[src/rtl/cntr_pkg.sv]
// Shared encodings for the cntr_param counter slice.
package cntr_pkg;

  localparam int unsigned ST_W = 3;

  localparam logic [ST_W-1:0] ST_IDLE = 3'o0;
  localparam logic [ST_W-1:0] ST_LOAD = 3'o1;
  localparam logic [ST_W-1:0] ST_INC  = 3'o2;
  localparam logic [ST_W-1:0] ST_INC2 = 3'o3;
  localparam logic [ST_W-1:0] ST_DEC  = 3'o4;
  localparam logic [ST_W-1:0] ST_DEC2 = 3'o5;

endpackage

[src/rtl/cntr_param_if.sv]
// Control/data bundle between a counter client and cntr_param.
interface cntr_param_if #(
  parameter int unsigned WIDTH = 8
);
  logic             en;
  logic             load;
  logic             inc;
  logic             sat_en;
  logic [WIDTH-1:0] d_in;
  logic [WIDTH-1:0] d_out;
  logic [2:0]       o_state;
  logic             at_max;
  logic             at_min;
  logic             wrap;

  modport master (
    output en, load, inc, sat_en, d_in,
    input  d_out, o_state, at_max, at_min, wrap
  );

  modport slave (
    input  en, load, inc, sat_en, d_in,
    output d_out, o_state, at_max, at_min, wrap
  );
endinterface

[src/rtl/cntr_step_logic.sv]
// Combinational count-event arithmetic for the state being entered.
module cntr_step_logic
  import cntr_pkg::*;
#(
  parameter int unsigned WIDTH     = 8,
  parameter int unsigned STEP      = 1,
  parameter int unsigned HALF_RATE = 0
) (
  input  logic [ST_W-1:0]  state_i,
  input  logic [WIDTH-1:0] count_i,
  input  logic             sat_en_i,
  output logic [WIDTH-1:0] count_o,
  output logic             wrap_o
);

  localparam logic [WIDTH:0] StepExt = (WIDTH + 1)'(STEP);

  logic [WIDTH:0] sum;
  logic [WIDTH:0] diff;
  logic           is_up;
  logic           is_dn;
  logic           counts;

  always_comb begin
    sum     = {1'b0, count_i} + StepExt;
    diff    = {1'b0, count_i} - StepExt;
    is_up   = (state_i == ST_INC) || (state_i == ST_INC2);
    is_dn   = (state_i == ST_DEC) || (state_i == ST_DEC2);
    counts  = (HALF_RATE == 0) || (state_i == ST_INC2) || (state_i == ST_DEC2);
    count_o = count_i;
    wrap_o  = 1'b0;
    // Bit WIDTH of sum/diff is the carry/borrow, i.e. a limit crossing.
    if (counts && is_up) begin
      if (sum[WIDTH] && sat_en_i) begin
        count_o = '1;
      end else begin
        count_o = sum[WIDTH-1:0];
        wrap_o  = sum[WIDTH];
      end
    end else if (counts && is_dn) begin
      if (diff[WIDTH] && sat_en_i) begin
        count_o = '0;
      end else begin
        count_o = diff[WIDTH-1:0];
        wrap_o  = diff[WIDTH];
      end
    end
  end

endmodule

[src/rtl/cntr_param.sv]
// Parametrised up/down counter with load, step, half-rate, saturate/wrap and flags.
module cntr_param
  import cntr_pkg::*;
#(
  parameter int unsigned WIDTH     = 8,
  parameter int unsigned STEP      = 1,
  parameter int unsigned HALF_RATE = 0
) (
  input  logic         clk,
  input  logic         reset_n,
  cntr_param_if.slave  bus
);

  logic [ST_W-1:0]  state_q, state_d;
  logic [WIDTH-1:0] count_q, count_d;
  logic             wrap_q, wrap_d;
  logic [WIDTH-1:0] step_count;
  logic             step_wrap;

  always_comb begin
    state_d = ST_IDLE;
    if (state_q > ST_DEC2) begin
      state_d = ST_IDLE;
    end else if (bus.load) begin
      state_d = ST_LOAD;
    end else if (!bus.en) begin
      state_d = ST_IDLE;
    end else if (bus.inc) begin
      state_d = (state_q == ST_INC) ? ST_INC2 : ST_INC;
    end else begin
      state_d = (state_q == ST_DEC) ? ST_DEC2 : ST_DEC;
    end
  end

  // Arithmetic is evaluated for the state being entered, not the current one.
  cntr_step_logic #(
    .WIDTH     (WIDTH),
    .STEP      (STEP),
    .HALF_RATE (HALF_RATE)
  ) u_step (
    .state_i  (state_d),
    .count_i  (count_q),
    .sat_en_i (bus.sat_en),
    .count_o  (step_count),
    .wrap_o   (step_wrap)
  );

  always_comb begin
    count_d = step_count;
    wrap_d  = step_wrap;
    if (state_d == ST_LOAD) begin
      count_d = bus.d_in;
      wrap_d  = 1'b0;
    end
  end

  always_ff @(posedge clk or negedge reset_n) begin
    if (!reset_n) begin
      state_q <= ST_IDLE;
      count_q <= '0;
      wrap_q  <= 1'b0;
    end else begin
      state_q <= state_d;
      count_q <= count_d;
      wrap_q  <= wrap_d;
    end
  end

  assign bus.d_out   = count_q;
  assign bus.o_state = state_q;
  assign bus.wrap    = wrap_q;
  assign bus.at_max  = &count_q;
  assign bus.at_min  = ~|count_q;

endmodule

[src/flat_wrapper.sv]
// flat-port wrapper written by rule: the top's interface ports become plain ports
module cntr_param_flat import cntr_pkg::*;
#(
  parameter int unsigned WIDTH     = 8,
  parameter int unsigned STEP      = 1,
  parameter int unsigned HALF_RATE = 0
)
  (clk, reset_n, bus_en, bus_load, bus_inc, bus_sat_en, bus_d_in, bus_d_out, bus_o_state, bus_at_max, bus_at_min, bus_wrap);
  cntr_param_if #(.WIDTH(WIDTH)) bus_i ();
  input  logic clk;
  input  logic reset_n;
  input wire logic [$bits(bus_i.en)-1:0] bus_en;
  input wire logic [$bits(bus_i.load)-1:0] bus_load;
  input wire logic [$bits(bus_i.inc)-1:0] bus_inc;
  input wire logic [$bits(bus_i.sat_en)-1:0] bus_sat_en;
  input wire logic [$bits(bus_i.d_in)-1:0] bus_d_in;
  output wire logic [$bits(bus_i.d_out)-1:0] bus_d_out;
  output wire logic [$bits(bus_i.o_state)-1:0] bus_o_state;
  output wire logic [$bits(bus_i.at_max)-1:0] bus_at_max;
  output wire logic [$bits(bus_i.at_min)-1:0] bus_at_min;
  output wire logic [$bits(bus_i.wrap)-1:0] bus_wrap;
  assign bus_i.en = bus_en;
  assign bus_i.load = bus_load;
  assign bus_i.inc = bus_inc;
  assign bus_i.sat_en = bus_sat_en;
  assign bus_i.d_in = bus_d_in;
  assign bus_d_out = bus_i.d_out;
  assign bus_o_state = bus_i.o_state;
  assign bus_at_max = bus_i.at_max;
  assign bus_at_min = bus_i.at_min;
  assign bus_wrap = bus_i.wrap;
  cntr_param #(.WIDTH(WIDTH), .STEP(STEP), .HALF_RATE(HALF_RATE)) u_core (.clk(clk), .reset_n(reset_n), .bus(bus_i));
endmodule
[config.mk]
export PLATFORM = sky130hd
export DESIGN_NAME = cntr_param_flat
export DESIGN_NICKNAME = d
export VERILOG_FILES = /design/src/rtl/cntr_pkg.sv /design/src/rtl/cntr_param_if.sv /design/src/rtl/cntr_step_logic.sv /design/src/rtl/cntr_param.sv /design/src/flat_wrapper.sv
export SDC_FILE = /design/constraint.sdc
export NUM_CORES = 1
export LEC_CHECK = 0
export ABC_AREA = 1
export BUFFER_PORTS_ARGS = -buffer_cell sky130_fd_sc_hd__buf_2
export CAP_MARGIN = 20
export CORE_MARGIN = 2
export CORE_UTILIZATION = 54
export CTS_CLUSTER_DIAMETER = 60
export DETAILED_ROUTE_END_ITERATION = 7
export PLACE_DENSITY = 0.8
export SLEW_MARGIN = 20
export SYNTH_ARGS = -nofsm -noshare
export SYNTH_HDL_FRONTEND = slang
export SYNTH_SLANG_ARGS = --single-unit
[constraint.sdc]
create_clock -name clk -period 2.8 [get_ports clk]
set_clock_uncertainty 0.1 [all_clocks]
set_input_delay 0.28 -clock clk [delete_from_list [all_inputs] [get_ports clk]]
set_output_delay 0.28 -clock clk [all_outputs]
set_load 0.1 [all_outputs]
=== Word-level counts from Yosys, hierarchy flattened ===
Index checks and enable logic that the tools add are counted.

* Register bits: 12
* Input port bits: 14
* Output and inout port bits: 14
* Logic and storage cells: 37

* Add/sub/neg operators: 2
* Order comparisons: 1
* Eq/ne operators: 7
* Muxes and demuxes: 16
* Reduce and logical (&&, ||, !) cells: 8

{| class="wikitable"
|+ Operators with widths
! operator !! count
|-
| $mux 8 || 5
|-
| $mux 3 || 4
|-
| $add 8x1->9 const B || 1
|-
| $eq 3x2->1 const B || 3
|-
| $eq 3x3->1 const B || 3
|-
| $sub 8x1->9 const B || 1
|-
| $reduce_and 8->1 || 1
|-
| $reduce_or 8->1 || 1
|-
| $mux 1 || 7
|-
| $eq 3x1->1 const B || 1
|-
| $gt 3x3->1 const B || 1
|-
| $reduce_bool 3->1 || 1
|-
| $logic_and 1x1->1 || 2
|-
| $logic_or 1x1->1 || 2
|-
| $logic_not 1->1 || 1
|}

=== Longest topological paths before layout ===
Gate-level depths: netlist of the first run.

* Depth after elaboration: 11
* Mapped depth: 14
* Depth with buffers taken out: 13

=== By module ===
A second synthesis of the first run with hierarchy kept.

* Cells, all modules: 178
* Area, all modules: 1171.1 sq um

{| class="wikitable"
|+ Modules (own cells, without submodules)
! module !! instances !! cells each !! area an instance (sq um) !! seq. area each (sq um)
|-
| cntr_step_logic || 1 || 116 || 586.8 || 0.0
|-
| cntr_param || 1 || 62 || 584.3 || 300.3
|}

=== Worst setup path after synthesis of the first run ===
Ideal clock, no wire load.

* Kind: register to output
* From: register u_core.count_q[1] (netlist: u_core.bus.d_out[1])
* To: output bus_at_max
* Arrival time: 2.365 ns
* Required time: 2.420 ns
* Slack: 0.055 ns
* Stages on the path, launching flop included: 8
* Buffers on the path: 0
* Path through: dfrtp_1 -> ha_1 -> nand3_1 -> nor2_1 -> nand2_1 -> inv_1 -> nand2_1 -> inv_1

* Word-level cells in the longest chain between the ends: 1

{| class="wikitable"
|+ Ends and longest elaborated chain
! what !! RTL line !! source
|-
| start: declaration || cntr_param.sv:15 || <nowiki>logic [WIDTH-1:0] count_q, count_d;</nowiki>
|-
| start signal: assignment || cntr_param.sv:64 || <nowiki>count_q <= count_d;</nowiki>
|-
| $reduce_and 8->1 || cntr_param.sv:72 || <nowiki>assign bus.at_max = &count_q;</nowiki>
|-
| end: declaration || flat_wrapper.sv:19 || <nowiki>output wire logic [$bits(bus_i.at_max)-1:0] bus_at_max;</nowiki>
|}

No other way between the ends.

=== Worst setup path after layout of the first run ===
Ends and elaborated chain as after synthesis.

==> reports/results.txt, run 1 <==
The cell-internal power is 0.4491 mW, and the wire length of the first global-routing pass is 5071 um. Based on the critical path, the design can be clocked at up to 417.2 MHz. The floorplan has 17 rows. Hold is met by 0.1451 ns.

Each instance of the synthesized netlist takes up on average 6.014 sq um. Number of hold buffers added after CTS: 1. At the pin with the least slew margin, the transition time is 0.4871 ns. The share of total power dissipated in the clock network is 12.8%.

Setup repair after global routing left no endpoint under its margin. TritonCTS built the clock tree. The tools report the number of filler cells placed in the layout as 228. Number of standard cells after synthesis: 207.

The areal power density over the cells works out to 795.3 mW/mm^2. The register bit count reported by yosys was 12; the source-to-sink clock delay at the later pin of the worst-skew pair was 0.28 ns. Once the floorplan was initialized, standard cells occupied 56.82% of the core.

The logs give 0 for the number of hold violations in the final report and 0.4030 ns for the least setup slack across all paths after layout. 0 antenna diodes ended up in the layout. The share of total power in sequential cells was 25.7%. The number of cells traversed by the worst register-to-register path is 13. The unique cell type count in the Yosys netlist is 27, and the estimated wirelength of the detail-placed design is 2342 um. For this design the top-level I/O count stands at 28. Clock-pin slew was measured on the worst setup and hold paths at 0.08 ns. The number of max-cap violations was 0; the met2 track demand over resource was 41.77%. The number of cells on the worst hold path was 2; the critical path data required time was 2.42 ns.

The maximum level of the CTS H-tree was 1. For this run, the number of Yosys warnings is 0. The routed layout has 1315 vias. The met1 routing resource usage after global routing is 34.73%. The setup path with the least slack is of type flop to primary output.

The post-synthesis instance area was 0.001245 sq mm. The count of endpoints failing setup in the final report is 0. For the violation count after the first detailed-routing iteration, the log shows 26. For the clock buffer count from CTS, the log shows 3. STA classifies the critical path startpoint as a flop. The maximum number of pins on one net before global-route repair came out at 13. The leading register cell type out of synthesis is sky130_fd_sc_hd__dfrtp_1. In this run the deepest clock path goes through 2 buffers. Sorting the synthesized cells by how often they occur yields sky130_fd_sc_hd__nand2_1 (72), sky130_fd_sc_hd__inv_1 (38), sky130_fd_sc_hd__nand3_1 (25), sky130_fd_sc_hd__nor2_1 (15), sky130_fd_sc_hd__dfrtp_1 (12). For this run, global-route usage on met3 was measured as 2.011%. In this run the tightest slew margin relative to its limit is 67.75%. The number of pins with negative max-slew slack in the final report was 0.

The worst path uses 85.61% of the clock period. The arrival time of data at the critical path endpoint was 2.02 ns. The first detailed-routing pass took 4 iterations. The area share of the largest cell type after synthesis came out at 24.12%. The tree built by TritonCTS fans out to 12 sinks. The flow ran to the end, and the final reports show no timing, DRC or antenna violations. The endpoint class of the critical path was a primary output. For the total core area, the log shows 0.002191 sq mm. In this run the worst path has a maximum fanout of 6. Cells fill 64.76% of the core in the end. The most repeated cell in the gate-level netlist after synthesis was sky130_fd_sc_hd__nand2_1. Yosys attributes the largest share of cell area to sky130_fd_sc_hd__dfrtp_1 (24%), sky130_fd_sc_hd__nand2_1 (22%), sky130_fd_sc_hd__inv_1 (11%). After synthesis, the share of flip-flops with an asynchronous set or reset is 100.0%.

The run gives 24.12% as the sequential area share after synthesis. In this run the horizontal extent of the chip is 52.02 um. The floorplan step defined a die boundary enclosing 0.002706 sq mm. In the final layout, flip-flops and latches occupy 300.3 sq um. The die is 52.02 um tall. Number of nets with antenna violations after detailed routing: 0. Summed over all cells, the static leakage comes to 0.8757 nW. The global routing stage identified its most utilized layer as met2.

Once the clock tree was built, the resizer swapped 0 gates to a different size. After detailed routing, the average wire length per cell comes to 11.24 um. The number of antenna violations at the first check in global routing is 0, and the shortest period the worst path allows is 2.397 ns. The classification of the worst-slack hold path is input port to flop.

The cell accounting for the most synthesized area is sky130_fd_sc_hd__dfrtp_1. Global routing finished with a remaining overflow of 0. The number of buffer cells added on primary ports is 27, and the reported net switching power is 0.6793 mW. The ratio of cells with drive above 1 in the final layout works out to 18.80%. The proportion of total power due to net switching is 60.20%. The weighted congestion reported at the end of routability-driven placement was 0.9687; the net total in the final layout was 254.

Adding up every negative setup slack in the final design gives 0 ns. The worst slack at placement was 0.5206 ns; the area growth from synthesis to layout was 13.97%. The number of nets in the synthesized netlist is 226, and the via count of the first global-routing pass is 1137. The share of power burned in combinational logic is 61.4%. The tree is rooted in a sky130_fd_sc_hd__clkbuf_4.

The ratio of routed vias to standard cells came out at 5.019. The maximum vdd drop is 0.0007288 V, and the post-CTS repair timing setup buffer count is 0. In this run, synthesis inferred 0 flip-flops with an integrated enable.

The multi-input combinational cells in the finished layout cover a total of 752.0 sq um. The routed design has 2944 um of wire. For this run, design rule violations remaining after detail routing come to 0. The global routing usage summed across all routing layers was 25.46%.
-- power groups by stage --
stage,clock network (mW),logic (mW),registers (mW)
2_1_floorplan,0,0.341,0.528
3_3_place_gp,0,0.693,0.292
4_1_cts,0.149,0.694,0.288
5_1_grt,0.153,0.758,0.300
3_5_place_dp,0,0.690,0.292
6_report,0.145,0.693,0.290
-- registers in the layout (all words and copies together), names as in the netlist --
name and flops:
u_core.bus.wrap 1, u_core.bus.o_state 3, u_core.bus.d_out 8
-- layout make-up --
cell class,instances,share of cell area (%)
inverter,40,10.58
tap,28,2.469
multi-input combinational,150,53.00
sequential,12,21.16
clock buffer,4,2.557
timing repair buffer,28,10.23
-- worst max-delay path, stage by stage, from the launching register on --
cell	delay, ns
sky130_fd_sc_hd__dfrtp_1	0.46
sky130_fd_sc_hd__ha_1	0.23
sky130_fd_sc_hd__nand3_1	0.15
sky130_fd_sc_hd__nor2_1	0.16
sky130_fd_sc_hd__nand2_1	0.08
sky130_fd_sc_hd__inv_1	0.08
sky130_fd_sc_hd__nand2_1	0.08
sky130_fd_sc_hd__inv_1	0.07
sky130_fd_sc_hd__buf_2	0.41
-- layout by cell type, fill, tap and decap left out, drive strengths merged, types with 2 or more instances in the layout --
| master | count |
|---|---|
| nor2 | 17 |
| inv | 40 |
| nand2 | 77 |
| nand4 | 9 |
| buf | 27 |
| nor3 | 2 |
| dfrtp | 12 |
| ha | 5 |
| clkbuf | 4 |
| o21ai | 3 |
| or2 | 2 |
| nand3 | 28 |
| xor2 | 2 |
-- metrics by stage --
step | power (mW) | instance area, sq um | cells
6_report | 1.128 | 1419 | 262
5_1_grt | 1.210 | 1419 | 262
4_1_cts | 1.132 | 1419 | 262
3_5_place_dp | 0.9821 | 1373 | 257
3_3_place_gp | 0.9852 | 1373 | 257
2_1_floorplan | 0.8685 | 1245 | 207
-- worst paths after layout --
check,from,end,slack (ns)
setup / recovery,u_core.bus.d_out[1]$_DFFE_PN0P_,bus_at_max,0.40
hold / removal,bus_inc,u_core.bus.o_state[2]$_DFF_PN0_,0.15
setup reg to reg,u_core.bus.o_state[2]$_DFF_PN0_,u_core.bus.d_out[5]$_DFFE_PN0P_,0.48
hold reg to reg,u_core.bus.d_out[0]$_DFFE_PN0P_,u_core.bus.d_out[0]$_DFFE_PN0P_,0.47
max in group asynchronous,reset_n,u_core.bus.o_state[2]$_DFF_PN0_,2.08
min in group asynchronous,reset_n,u_core.bus.o_state[1]$_DFF_PN0_,0.30
-- layer usage --
layer | up-vias | part of all wire, %
li1 | 699 | -
met1 | 579 | 48
met2 | 32 | 47
met3 | 5 | 3.8
met4 | 0 | 1.4
met5 | - | 0
-- cells by family (layout without fill, tap and decap cells) --
group           after synthesis  in the layout  synth area share (%)
fa+ha+maj                     5              5                 5.025
buf+inv                      45             72                 15.48
xor+xnor                      3              3                 2.111
simple gates                137            137                 51.06
flops                        12             12                 24.12
compound gates                5              5                 2.211
Note: power is estimated with default switching activity, not from simulation.
==> run 2: changes to the inputs <==
--- a/config.mk
+++ b/config.mk
@@ -9,10 +9,10 @@
 export BUFFER_PORTS_ARGS = -buffer_cell sky130_fd_sc_hd__buf_2
 export CAP_MARGIN = 20
 export CORE_MARGIN = 2
-export CORE_UTILIZATION = 54
+export CORE_UTILIZATION = 25
+export CTS_BUF_LIST = sky130_fd_sc_hd__clkbuf_4
 export CTS_CLUSTER_DIAMETER = 60
 export DETAILED_ROUTE_END_ITERATION = 7
-export PLACE_DENSITY = 0.8
 export SLEW_MARGIN = 20
 export SYNTH_ARGS = -nofsm -noshare
 export SYNTH_HDL_FRONTEND = slang
==> constraint.sdc (replaced) <==
create_clock -name clk -period 3 [get_ports clk]
set_clock_uncertainty 0.1 [all_clocks]
set_input_delay 0.3 -clock clk [delete_from_list [all_inputs] [get_ports clk]]
set_output_delay 0.3 -clock clk [all_outputs]
set_load 0.1 [all_outputs]
==> run 2 against run 1 <==
Effect of this change:
- sequential share of layout area is 0.67 points lower
- cell area up 3.3%
- global-route usage is 13 points lower
- power is 7.5% lower
- worst setup slack gained 0.18 ns
- sequential cell count unchanged
- worst hold slack got worse by 0.0052 ns
- die area grew 110%
- core utilization shrank 34 points
==> reports/results.txt, run 2 (synthesis gave the netlist of run 1 again) <==
Number of cells on the worst hold path: 2 (unchanged). Setup repair after global routing left no endpoint under its margin. The logs give 4 (unchanged) for the number of optimization iterations in the first detailed-route pass and 67.42% (-0.33 points) for the normalized max-slew margin. The ratio of routed vias to standard cells is 4.351 (-13%), and the number of hold violations in the final report is 0 (unchanged).

The actual slew at the worst max-slew pin works out to 0.4921 ns (+0.005005 ns). The launching instance or port of the critical path was u_core.bus.d_out[1]$_DFFE_PN0P_. The run gives 0 (unchanged) as the count of endpoints failing setup in the final report. For the maximum number of pins on one net before global-route repair, the log shows 13 (unchanged). The delay of the slowest cell on the worst path came out at 0.45 ns (about the same).

The maximum vdd drop was 0.0002150 V (-71%). Hold path startpoint: bus_inc. The wire length of the first global-routing pass came out at 5506 um (+8.6%).

The net total in the final layout was 255 (+0.39%); the via count was 1314 (-0.076%). The tools report the arrival time of data at the critical path endpoint as 2.02 ns (about the same). The end point of the most critical hold path was u_core.bus.o_state[2]$_DFF_PN0_.

By startpoint and endpoint, the worst setup path is classified as flop to primary output. For the placed instance count, the log shows 297 (+16%). The classification of the worst-slack hold path is input port to flop. The total design power came out at 1.043 mW (-7.5%). Startpoint kind of the worst setup timing path: a flop.

Leaving out fill and tap cells, the most frequent cell in the layout is sky130_fd_sc_hd__nand2_1. The final routed DRC violation total was 0 (unchanged). The areal power density over the cells was 712.1 mW/mm^2 (-10%).

The ratio of cells with drive above 1 in the final layout was 18.72% (-0.080 points); the global routing usage summed across all routing layers was 12.57% (-13 points). In the finished design, the share of the clock period the worst path needs comes to 80.65%. The flip-flop count of the largest register, all copies and words added came out at 8 (unchanged). The worst hold slack was 0.1399 ns (-0.005159 ns); the estimated wirelength of the detail-placed design was 2605 um (+11%).

The average wire length per cell after detail routing was 10.59 um (-5.8%); the number of hold buffers added after CTS was 1 (unchanged). For the setup slack of the worst register-to-register path, the log shows 0.63 ns (+0.15 ns). On the critical path, the stage with the largest delay is an instance of sky130_fd_sc_hd__dfrtp_1.

The standby leakage power is 0.8750 nW (about the same). The run gives 0 (unchanged) as the number of max-cap violations. The total core area was 0.004755 sq mm (+120%). The worst setup path is captured at a primary output.

The run gives 1 (unchanged) as the maximum level of the CTS H-tree. The critical path goes through ha_1 -> nand3_1 -> nor2_1 -> nand2_1 -> inv_1 -> nand2_1 -> inv_1 -> buf_2. The final total negative setup slack is 0 ns (unchanged). Counting I/O delays and the setup requirement, the final critical path takes 2.420 ns. The overall die area is 0.005560 sq mm (+110%). The flow ran to the end, and the final reports show no timing, DRC or antenna violations.

The logs give 0 (unchanged) for the count of antenna diodes in the layout and 0 (unchanged) for the number of antenna violations at the first check in global routing. The worst register-to-register path ends at u_core.bus.d_out[5]$_DFFE_PN0P_. The via count of the first global-routing pass is 1221 (+7.4%), and the number of buffer cells added on primary ports is 27 (unchanged).

The number of cells traversed by the worst register-to-register path is 12 (-1), and the deepest clock path buffer count is 2 (unchanged). The clock buffer count from CTS came out at 3 (unchanged). The run gives 26.18% (-31 points) as the starting utilization of the core area. Detailed-route wire length: 3198 um (+8.6%). The clock transition time at the flip-flop clock pins of the worst setup and hold paths is 0.09 ns (about the same). The run gives 0 (unchanged) as the number of gates given a new drive strength after cts. The weighted congestion reported at the end of routability-driven placement was 0.9112 (-5.9%); the number of non-filler instances in the completed layout was 302 (+15%). The top cell types in the final layout, fill and taps aside, are sky130_fd_sc_hd__nand2_1 (72), sky130_fd_sc_hd__inv_1 (38), sky130_fd_sc_hd__buf_2 (27). The height of the chip came out at 74.57 um (+43%). The tools report the number of nets with antenna violations after detailed routing as 0 (unchanged).

CTS placed an instance of sky130_fd_sc_hd__clkbuf_4 at the clock tree root. The logs give 0 (unchanged) for the total global routing overflow and 0 (unchanged) for the post-CTS repair timing setup buffer count. The I/O pin total came out at 28 (unchanged). The overall die width is 74.57 um (+43%), and the achievable frequency is 413.3 MHz. The cell row count was 25 (+8). The start of the worst register-to-register path was u_core.bus.o_state[2]$_DFF_PN0_.

TritonCTS built the clock tree. The logs give 0.28 ns (about the same) for the source-to-sink clock delay at the later pin of the worst-skew pair and 140 (+440%) for the violation count after the first detailed-routing iteration. The number of clock sinks seen by CTS was 12 (unchanged); the area growth from synthesis to layout was 17.69%. The maximum fanout count along the critical path is 6 (unchanged). The run gives 2.60 ns (+0.18 ns) as the critical path data required time. The tools report the number of pins with negative max-slew slack in the final report as 0 (unchanged).
==> run 2: critical path, delay by kind of cell (launching register included) <==
kind	cells	cell delay, ns
and+or+nand+nor	4	0.48
buffers and inverters	3	0.55
DFF	1	0.45
adders and majority gates	1	0.25
==> run 2: worst max path at each step <==
| stage | end | slack (ns) |
|---|---|---|
| final | bus_at_max | 0.58 |
| after global routing | u_core.bus.d_out[5]$_DFFE_PN0P_ | 0.38 |
| after CTS | bus_at_max | 0.59 |
| after detailed placement | u_core.bus.d_out[5]$_DFFE_PN0P_ | 0.69 |
| after global placement | u_core.bus.d_out[5]$_DFFE_PN0P_ | 0.72 |
| after floorplan | bus_at_max | 0.24 |
==> run 2: where the power goes <==
group | internal, mW | switching [mW]
registers | 0.196 | 0.0695
clock network | 0.0483 | 0.0582
logic | 0.156 | 0.515
total | 0.400 | 0.643
==> run 2: metal layers <==
layer,GRT usage (%),routed length (um)
met1,17.87,1527
met2,20.26,1435
met3,0.4065,177
met4,4.762,57
met5,0,0
==> run 2: layout make-up <==
type / instances / area [sq um]
clock inverters: 1 / 3.754
fillers: 562 / 3289
repair buffers: 29 / 152.6
multi-input cells: 150 / 752.0
inverters: 40 / 150.1
clock buffers: 3 / 22.52
well taps: 67 / 83.83
flip-flops and latches: 12 / 300.3
==> run 2: stage by stage <==
stage | setup slack, ns | util [%] | instance area, sq um
after floorplan | 0.2352 | - | 1245
after CTS | 0.5899 | 30.82 | 1465
after global routing | 0.3848 | 30.82 | 1465
final | 0.5804 | 30.82 | 1465
after global placement | 0.7184 | 30.05 | 1429
after detailed placement | 0.6878 | 30.05 | 1429
